**src/rtl/exec_stage_pipe.sv**
```systemverilog
// Elastic decode-to-execute register: control bundle, two operands, destination address.
// Latency: 1 cycle from input accept to out_valid; sustains 1 entry/cycle.
// Backpressure: 2-entry skid (main + skid); in_ready is a flop, so out_ready never reaches it combinationally.
module exec_stage_pipe #(
  parameter int DATA_W = 16,
  parameter int ADDR_W = 4,
  parameter int CTRL_W = 5,
  parameter int CNT_W  = 16
) (
  input  logic              clk,
  input  logic              reset,
  input  logic              flush,
  input  logic              in_valid,
  output logic              in_ready,
  input  logic [CTRL_W-1:0] ctrl_in,
  input  logic [DATA_W-1:0] src1_in,
  input  logic [DATA_W-1:0] src2_in,
  input  logic [ADDR_W-1:0] dest_in,
  output logic              out_valid,
  input  logic              out_ready,
  output logic [CTRL_W-1:0] ctrl_out,
  output logic [DATA_W-1:0] src1_out,
  output logic [DATA_W-1:0] src2_out,
  output logic [ADDR_W-1:0] dest_out,
  output logic [CNT_W-1:0]  bubble_cnt
);

  typedef enum logic [1:0] {EMPTY, ONE, FULL} state_t;

  typedef struct packed {
    logic [CTRL_W-1:0] ctrl;
    logic [DATA_W-1:0] src1;
    logic [DATA_W-1:0] src2;
    logic [ADDR_W-1:0] dest;
  } entry_t;

  state_t            state, stateNext;
  entry_t            mainQ, mainNext;
  entry_t            skidQ, skidNext;
  entry_t            inEntry;
  logic              inReadyQ;
  logic              inAccept, outAccept;
  logic [CNT_W-1:0]  bubbleQ;

  assign inEntry   = '{ctrl: ctrl_in, src1: src1_in, src2: src2_in, dest: dest_in};
  assign in_ready  = inReadyQ;
  assign out_valid = (state != EMPTY);
  assign inAccept  = in_valid & inReadyQ;
  assign outAccept = out_valid & out_ready;

  // Bubbles read as zero even if main were stale, so no write-enable leaks downstream.
  assign ctrl_out   = out_valid ? mainQ.ctrl : '0;
  assign src1_out   = out_valid ? mainQ.src1 : '0;
  assign src2_out   = out_valid ? mainQ.src2 : '0;
  assign dest_out   = out_valid ? mainQ.dest : '0;
  assign bubble_cnt = bubbleQ;

  // Next-state and payload movement; flush overrides everything and drops any same-cycle accept.
  always_comb begin
    stateNext = state;
    mainNext  = mainQ;
    skidNext  = skidQ;
    case (state)
      EMPTY: begin
        if (inAccept) begin
          stateNext = ONE;
          mainNext  = inEntry;
        end
      end
      ONE: begin
        if (inAccept && outAccept) begin
          mainNext = inEntry;
        end else if (inAccept) begin
          stateNext = FULL;
          skidNext  = inEntry;
        end else if (outAccept) begin
          stateNext = EMPTY;
          mainNext  = '0;
        end
      end
      FULL: begin
        if (outAccept) begin
          stateNext = ONE;
          mainNext  = skidQ;
          skidNext  = '0;
        end
      end
      default: begin
        stateNext = EMPTY;
        mainNext  = '0;
        skidNext  = '0;
      end
    endcase
    if (flush) begin
      stateNext = EMPTY;
      mainNext  = '0;
      skidNext  = '0;
    end
  end

  // State, payload and registered in_ready (precomputed from the next state).
  always_ff @(posedge clk or negedge reset) begin
    if (!reset) begin
      state    <= EMPTY;
      mainQ    <= '0;
      skidQ    <= '0;
      inReadyQ <= 1'b1;
    end else begin
      state    <= stateNext;
      mainQ    <= mainNext;
      skidQ    <= skidNext;
      inReadyQ <= (stateNext != FULL);
    end
  end

  // Starved-cycle counter: downstream ready but nothing to give; saturates, survives flush.
  always_ff @(posedge clk or negedge reset) begin
    if (!reset) begin
      bubbleQ <= '0;
    end else if (out_ready && !out_valid && (bubbleQ != {CNT_W{1'b1}})) begin
      bubbleQ <= bubbleQ + 1'b1;
    end
  end

endmodule

```
**config.mk**
```make
export PLATFORM = sky130hd
export DESIGN_NAME = exec_stage_pipe
export DESIGN_NICKNAME = d
export VERILOG_FILES = /design/src/rtl/exec_stage_pipe.sv
export SDC_FILE = /design/constraint.sdc
export NUM_CORES = 1
export LEC_CHECK = 0
export CAP_MARGIN = 25
export CORE_MARGIN = 4
export CORE_UTILIZATION = 58
export CTS_BUF_LIST = sky130_fd_sc_hd__clkbuf_8
export CTS_CLUSTER_DIAMETER = 100
export DETAILED_ROUTE_END_ITERATION = 10
export PLACE_DENSITY_LB_ADDON = 0.3
export SYNTH_ARGS = -nofsm -noshare
export SYNTH_HDL_FRONTEND = slang
export SYNTH_SLANG_ARGS = --single-unit
```
**constraint.sdc**
```tcl
create_clock -name clk -period 4.3 [get_ports clk]
set_input_delay 0.645 -clock clk [delete_from_list [all_inputs] [get_ports clk]]
set_output_delay 0.645 -clock clk [all_outputs]
set_load 0.1 [all_outputs]
```
==> metrics.yaml, run 1 <==
vias_per_cell: 5.647
fin_skew_ns: 0.01396
cts-root-to-sink-buffers: 2
starting_density_of_the_core: 0.5954
cts.hold.buffers_added: 0
detailroute.via_count: 4077
mostFrequentLayoutCell: "sky130_fd_sc_hd__dfrtp_1"
hold_violation_total_from_the_final_report: 0
fillerInstances: 616
hold_path_class: "in2async"
worst_ep_required_time_ns: 3.65
drt-total-wl_um: 12280
timing.critical_path.fanout_max: 6
netlist-cell-type-count: 43
crit_path_top_delay_cell: "sky130_fd_sc_hd__clkdlybuf4s50_1"
grt_start_max_net_pins: 81
grt.overflow.total: 0
first_pass_iters: 5
grt_pass1_vias: 4084
yosys_warnings: 0
pwr-share-seq: 0.437
netSwitchingPower_mw: 0.9391
max_clock_freq_mhz: 366.1
ys_flop_type: "sky130_fd_sc_hd__dfrtp_1"
synthesized_nets: 568
place_hpwl_um: 7794
worst-path-buf-inv: 1
top_level_ports: 105
antenna_violating_nets_post_route: 0
synth_async_sr_flop_share: 1.000
htree_levels: 3
gp_congestion: 0.8195
placement.setup.worst_slack_ns: 1.434
number_of_antenna_repair_diodes: 0
finish.cell_count_without_fillers: 722
unrepaired_setup_endpoints_after_global_routing: "false"
die_w_um: 102.6
final_area_um2: 6452
cts_setup_buffers: 0
slew_violations: 0
clockRootBuffer: "sky130_fd_sc_hd__clkbuf_8"
cts.repair.resized: 0
critPathMaxStageDelay_ns: 1.14
place.detailed.instances: 705
synth_seq_cells: 101
worst_skew_pair.late_latency_ns: 0.36
max_slew_margin: 0.3160
fin_crit_sh: 0.6352
die_h_um: 102.6
power.density_nw_per_um2: 390.5
finalNetCount: 657
placementRows: 34
layout_common_cells: "sky130_fd_sc_hd__dfrtp_1, sky130_fd_sc_hd__mux2i_1, sky130_fd_sc_hd__clkdlybuf4s50_1, sky130_fd_sc_hd__nand2_1, sky130_fd_sc_hd__buf_4"
worst_setup_hold_path_clk_slew_ns: 0.10
floorplan.die_area_um2: 10530
leakage_power_of_the_design_nw: 2.871
max-cap-violations: 0
clock_power_share: 0.257
setup_viol: 0
post_synthesis_average_cell_area_um2: 9.966
result_of_the_run: "finished clean"
drc_violations_left: 0
syn_inst: 521
synth_edf_count: 0
initialDrtViolationCount: 230
period_needed_ns: 2.731
proportion_of_synthesized_chip_area_in_sequential_cells: 0.4870
grt.total_usage: 0.2405
timing.final.ws_setup_ns: 1.569
final_layout_size_suffix_gt1_frac: 0.1319
max-vdd-ir-drop_v: 0.0005030
switching_share: 0.3727
wl_per_cell_um: 17.00
timing.critical_path.from_type: "flop"
core_area_um2: 8721
slew_of_the_pin_with_the_lowest_slew_margin_ns: 1.024
endpoint_kind: "output port"
internal-power_mw: 1.580
grt_first_pass_wirelength_um: 19950
synthToLayoutAreaGrowth_pct: 24.27
worst_path_dominant_cell_family: "buffers and inverters"
worst_setup_path_startpoint: "in_ready"
number_of_buffers_added_by_the_clock_tree_synthesis_step: 9
data_arrival_time_of_the_critical_path_ns: 2.09
totalNegativeSetupSlack_ns: 0
synth.area.top_cells: "sky130_fd_sc_hd__dfrtp_1, sky130_fd_sc_hd__mux2i_1, sky130_fd_sc_hd__o2bb2ai_1"
cts_tree: "done"
power.combinational.fraction: 0.306
share_of_the_synthesized_area_in_the_top_cell_type: 0.4819
multi_input_comb_area_um2: 2349
postPlaceCellArea_um2: 6212
clock_sinks: 101
timing_worst_setup_path_type: "reg2out"
layout.area.seq_um2: 2530
netlist.top_cell.by_area: "sky130_fd_sc_hd__dfrtp_1"
antenna_found_initial: 0
critical_path_cell_by_cell: "clkdlybuf4s50_1"
synth.cell_area_um2: 5192
critical_path.reg2reg.startpoint: "state[0]"
placement.io_buffers: 104
-- flip-flops by register name, indices dropped and copies added, names as in the netlist --
| register | cells |
|---|---|
| state | 2 |
| in_ready | 1 |
| skidQ | 41 |
| mainQ | 41 |
| bubble_cnt | 16 |
-- routing by layer --
layer  vias to the layer above  GRT usage  wire [um]
met5                         -          0          0
met4                         0    0.06458        155
met3                        15    0.04330        732
met2                       128     0.3992       6019
met1                      1993     0.3274       5369
li1                       1941          -          -
-- worst paths after layout --
kind,end,slack (ns),cells after the start
max in group asynchronous,skidQ[33],3.31,3
worst min register to register,mainQ[35],0.48,1
worst max-delay path,in_ready,1.57,1
min in group clk,mainQ[35],0.48,1
worst max register to register,skidQ[9],1.92,5
worst min-delay path,skidQ[27],0.08,1
-- per-stage QoR --
step / utilization / hold WS [ns] / total power, mW
floorplan: - / 0.3494 / 1.659
global placement: 0.7083 / 0.4630 / 1.865
detailed placement: 0.7123 / 0.4658 / 1.884
CTS: 0.7359 / 0.4793 / 2.524
global route: 0.7399 / 0.05763 / 2.628
finish: 0.7399 / 0.07725 / 2.520
-- cell type report --
class | instances | area share
clock buffer | 9 | 0.01920
clock inverter | 6 | 0.01260
inverter | 44 | 0.02560
multi-input combinational | 339 | 0.3640
sequential | 101 | 0.3921
tap | 108 | 0.02094
timing repair buffer | 115 | 0.1656
-- cells in the mapped netlist (2+ instances only) --
| cell type | n |
|---|---|
| sky130_fd_sc_hd__nor2b_1 | 45 |
| sky130_fd_sc_hd__a21oi_1 | 30 |
| sky130_fd_sc_hd__buf_2 | 18 |
| sky130_fd_sc_hd__buf_1 | 2 |
| sky130_fd_sc_hd__clkbuf_1 | 12 |
| sky130_fd_sc_hd__o2bb2ai_1 | 41 |
| sky130_fd_sc_hd__buf_4 | 4 |
| sky130_fd_sc_hd__and4_1 | 2 |
| sky130_fd_sc_hd__inv_1 | 44 |
| sky130_fd_sc_hd__nand3_1 | 5 |
| sky130_fd_sc_hd__mux2i_1 | 68 |
| sky130_fd_sc_hd__nand2_1 | 52 |
| sky130_fd_sc_hd__dfrtp_1 | 100 |
| sky130_fd_sc_hd__a22oi_1 | 14 |
| sky130_fd_sc_hd__xnor2_1 | 3 |
| sky130_fd_sc_hd__xor2_1 | 12 |
| sky130_fd_sc_hd__nand4_1 | 3 |
| sky130_fd_sc_hd__nor2_1 | 38 |
| sky130_fd_sc_hd__or2_2 | 2 |
| sky130_fd_sc_hd__nor3_1 | 3 |
-- cell families after synthesis --
group                      count (synthesis)  synth area share
and+or+nand+nor                          158            0.1494
DFF                                      101            0.4870
AOI/OAI and AO/OA                         96            0.1354
buffers and inverters                     81           0.06723
muxes                                     69            0.1333
xor gates and xnor gates                  15           0.02530
adders and majority gates                  1          0.002409
-- power by group through the flow --
stage | clock network [mW] | logic (mW) | registers [mW]
floorplan | 0 | 0.354 | 1.30
global placement | 0 | 0.751 | 1.11
detailed placement | 0 | 0.767 | 1.12
CTS | 0.651 | 0.772 | 1.10
global route | 0.695 | 0.819 | 1.11
finish | 0.647 | 0.772 | 1.10
Power figures use the tool's default switching activity.
==> run 2: changes to the inputs <==
--- a/config.mk
+++ b/config.mk
@@ -7,7 +7,7 @@
 export LEC_CHECK = 0
 export CAP_MARGIN = 25
 export CORE_MARGIN = 4
-export CORE_UTILIZATION = 58
+export CORE_UTILIZATION = 48
 export CTS_BUF_LIST = sky130_fd_sc_hd__clkbuf_8
 export CTS_CLUSTER_DIAMETER = 100
 export DETAILED_ROUTE_END_ITERATION = 10
==> constraint.sdc (replaced) <==
create_clock -name clk -period 2.3 [get_ports clk]
set_input_delay 0.345 -clock clk [delete_from_list [all_inputs] [get_ports clk]]
set_output_delay 0.345 -clock clk [all_outputs]
set_load 0.1 [all_outputs]
==> metrics.yaml, run 2 (same netlist as run 1, synthesis figures left out) <==
result_of_the_run: "finished clean"
number_of_antenna_repair_diodes: 0
setup_viol: 0
grt_first_pass_wirelength_um: 21880
power.density_nw_per_um2: 669.0
number_of_buffers_added_by_the_clock_tree_synthesis_step: 9
detailroute.via_count: 4126
cts.repair.resized: 0
worst_setup_hold_path_clk_slew_ns: 0.09
mostFrequentLayoutCell: "sky130_fd_sc_hd__dfrtp_1"
die_h_um: 112.0
htree_levels: 3
unrepaired_setup_endpoints_after_global_routing: "false"
grt.total_usage: 0.2105
first_pass_iters: 4
critical_path.reg2reg.startpoint: "bubble_cnt[0]"
clockRootBuffer: "sky130_fd_sc_hd__clkbuf_8"
timing.hold.ws_ns: 0.4341
fin_crit_sh: 0.9378
wl_per_cell_um: 16.91
layout_common_cells: "sky130_fd_sc_hd__dfrtp_1, sky130_fd_sc_hd__mux2i_1, sky130_fd_sc_hd__nand2_1, sky130_fd_sc_hd__inv_1, sky130_fd_sc_hd__buf_12"
cts-root-to-sink-buffers: 2
grt_start_max_net_pins: 61
leakage_power_of_the_design_nw: 3.052
final_layout_size_suffix_gt1_frac: 0.1776
hold_path_class: "in2async"
endpoint_kind: "output port"
placementRows: 37
period_needed_ns: 2.157
max_slew_margin: 0.6496
grt_pass1_vias: 4298
initialDrtViolationCount: 244
vias_per_cell: 5.422
max-cap-violations: 0
max-vdd-ir-drop_v: 0.001181
timing.rr.end: "bubble_cnt[1]"
finalNetCount: 667
cts.hold.buffers_added: 1
worst_r2r_path_depth: 5
grt.overflow.total: 0
die_w_um: 112.0
core_area_um2: 10420
starting_density_of_the_core: 0.4985
placement.io_buffers: 104
top_level_ports: 105
power.total_mw: 4.699
floorplan.die_area_um2: 12550
cts_tree: "done"
antenna_violating_nets_post_route: 0
worst_ep_required_time_ns: 1.96
timing.critical_path.from_type: "flop"
max_clock_freq_mhz: 463.6
data_arrival_time_of_the_critical_path_ns: 1.81
worst_skew_pair.late_latency_ns: 0.36
gp_congestion: 0.8196
place_hpwl_um: 9013
drc_violations_left: 0
synthToLayoutAreaGrowth_pct: 35.28
cts_setup_buffers: 0
slew_of_the_pin_with_the_lowest_slew_margin_ns: 0.5207
hold_violation_total_from_the_final_report: 0
antenna_found_initial: 0
fin_skew_ns: 0.008954
timing_worst_setup_path_type: "reg2out"
timing.critical_path.fanout_max: 23
setup.reg_to_reg.worst_slack_ns: 0.45
clock_sinks: 101
drt-total-wl_um: 12870
slew_violations: 0
## run 2: area by class of cell
cell class | count | area (um^2)
Clock buffer | 9 | 123.9
Clock inverter | 7 | 67.56
Fill cell | 802 | 3392
Inverter | 44 | 165.2
Multi-Input combinational cell | 339 | 2349
Sequential cell | 101 | 2535
Tap cell | 136 | 170.2
Timing Repair Buffer | 125 | 1614
## run 2: power by group
part / leakage [nW] / internal, mW / switching (mW)
Combinational: 1.59 / 0.493 / 1.03
Sequential: 1.36 / 1.93 / 0.144
Clock: 0.102 / 0.500 / 0.603
Total: 3.05 / 2.92 / 1.78
## run 2: how the worst max path moves through the flow
stage                     end     startpoint
5_1_grt           src2_out[1]       state[0]
3_5_place_dp   bubble_cnt[11]  bubble_cnt[0]
6_report          src2_out[1]       state[0]
2_1_floorplan     ctrl_out[0]       state[1]
4_1_cts        bubble_cnt[11]  bubble_cnt[0]
3_3_place_gp   bubble_cnt[11]  bubble_cnt[0]
## run 2: critical path, cell delays in order, from the launching register on
cell and delay, ns:
sky130_fd_sc_hd__dfrtp_1 0.62, sky130_fd_sc_hd__nor2_4 0.08, sky130_fd_sc_hd__buf_4 0.23, sky130_fd_sc_hd__nor2b_1 0.31, sky130_fd_sc_hd__buf_12 0.22
## run 2: per-layer routing
layer,vias up,GRT usage,part of all wire
met5,-,0,0
met4,0,0.05609,0.013
met3,15,0.03127,0.055
met2,115,0.3581,0.49
met1,2037,0.2837,0.44
li1,1959,-,-
## run 2: stage by stage
step | setup WS, ns | setup TNS [ns] | utilization | area, um^2 | std cells
detailed placement | 0.07480 | 0 | 0.6543 | 6815 | 743
global route | 0.03804 | 0 | 0.6744 | 7024 | 761
floorplan | -0.1964 | -7.657 | - | 5197 | 521
CTS | 0.03714 | 0 | 0.6736 | 7017 | 760
global placement | 0.2037 | 0 | 0.6543 | 6815 | 743
finish | 0.1432 | 0 | 0.6744 | 7024 | 761
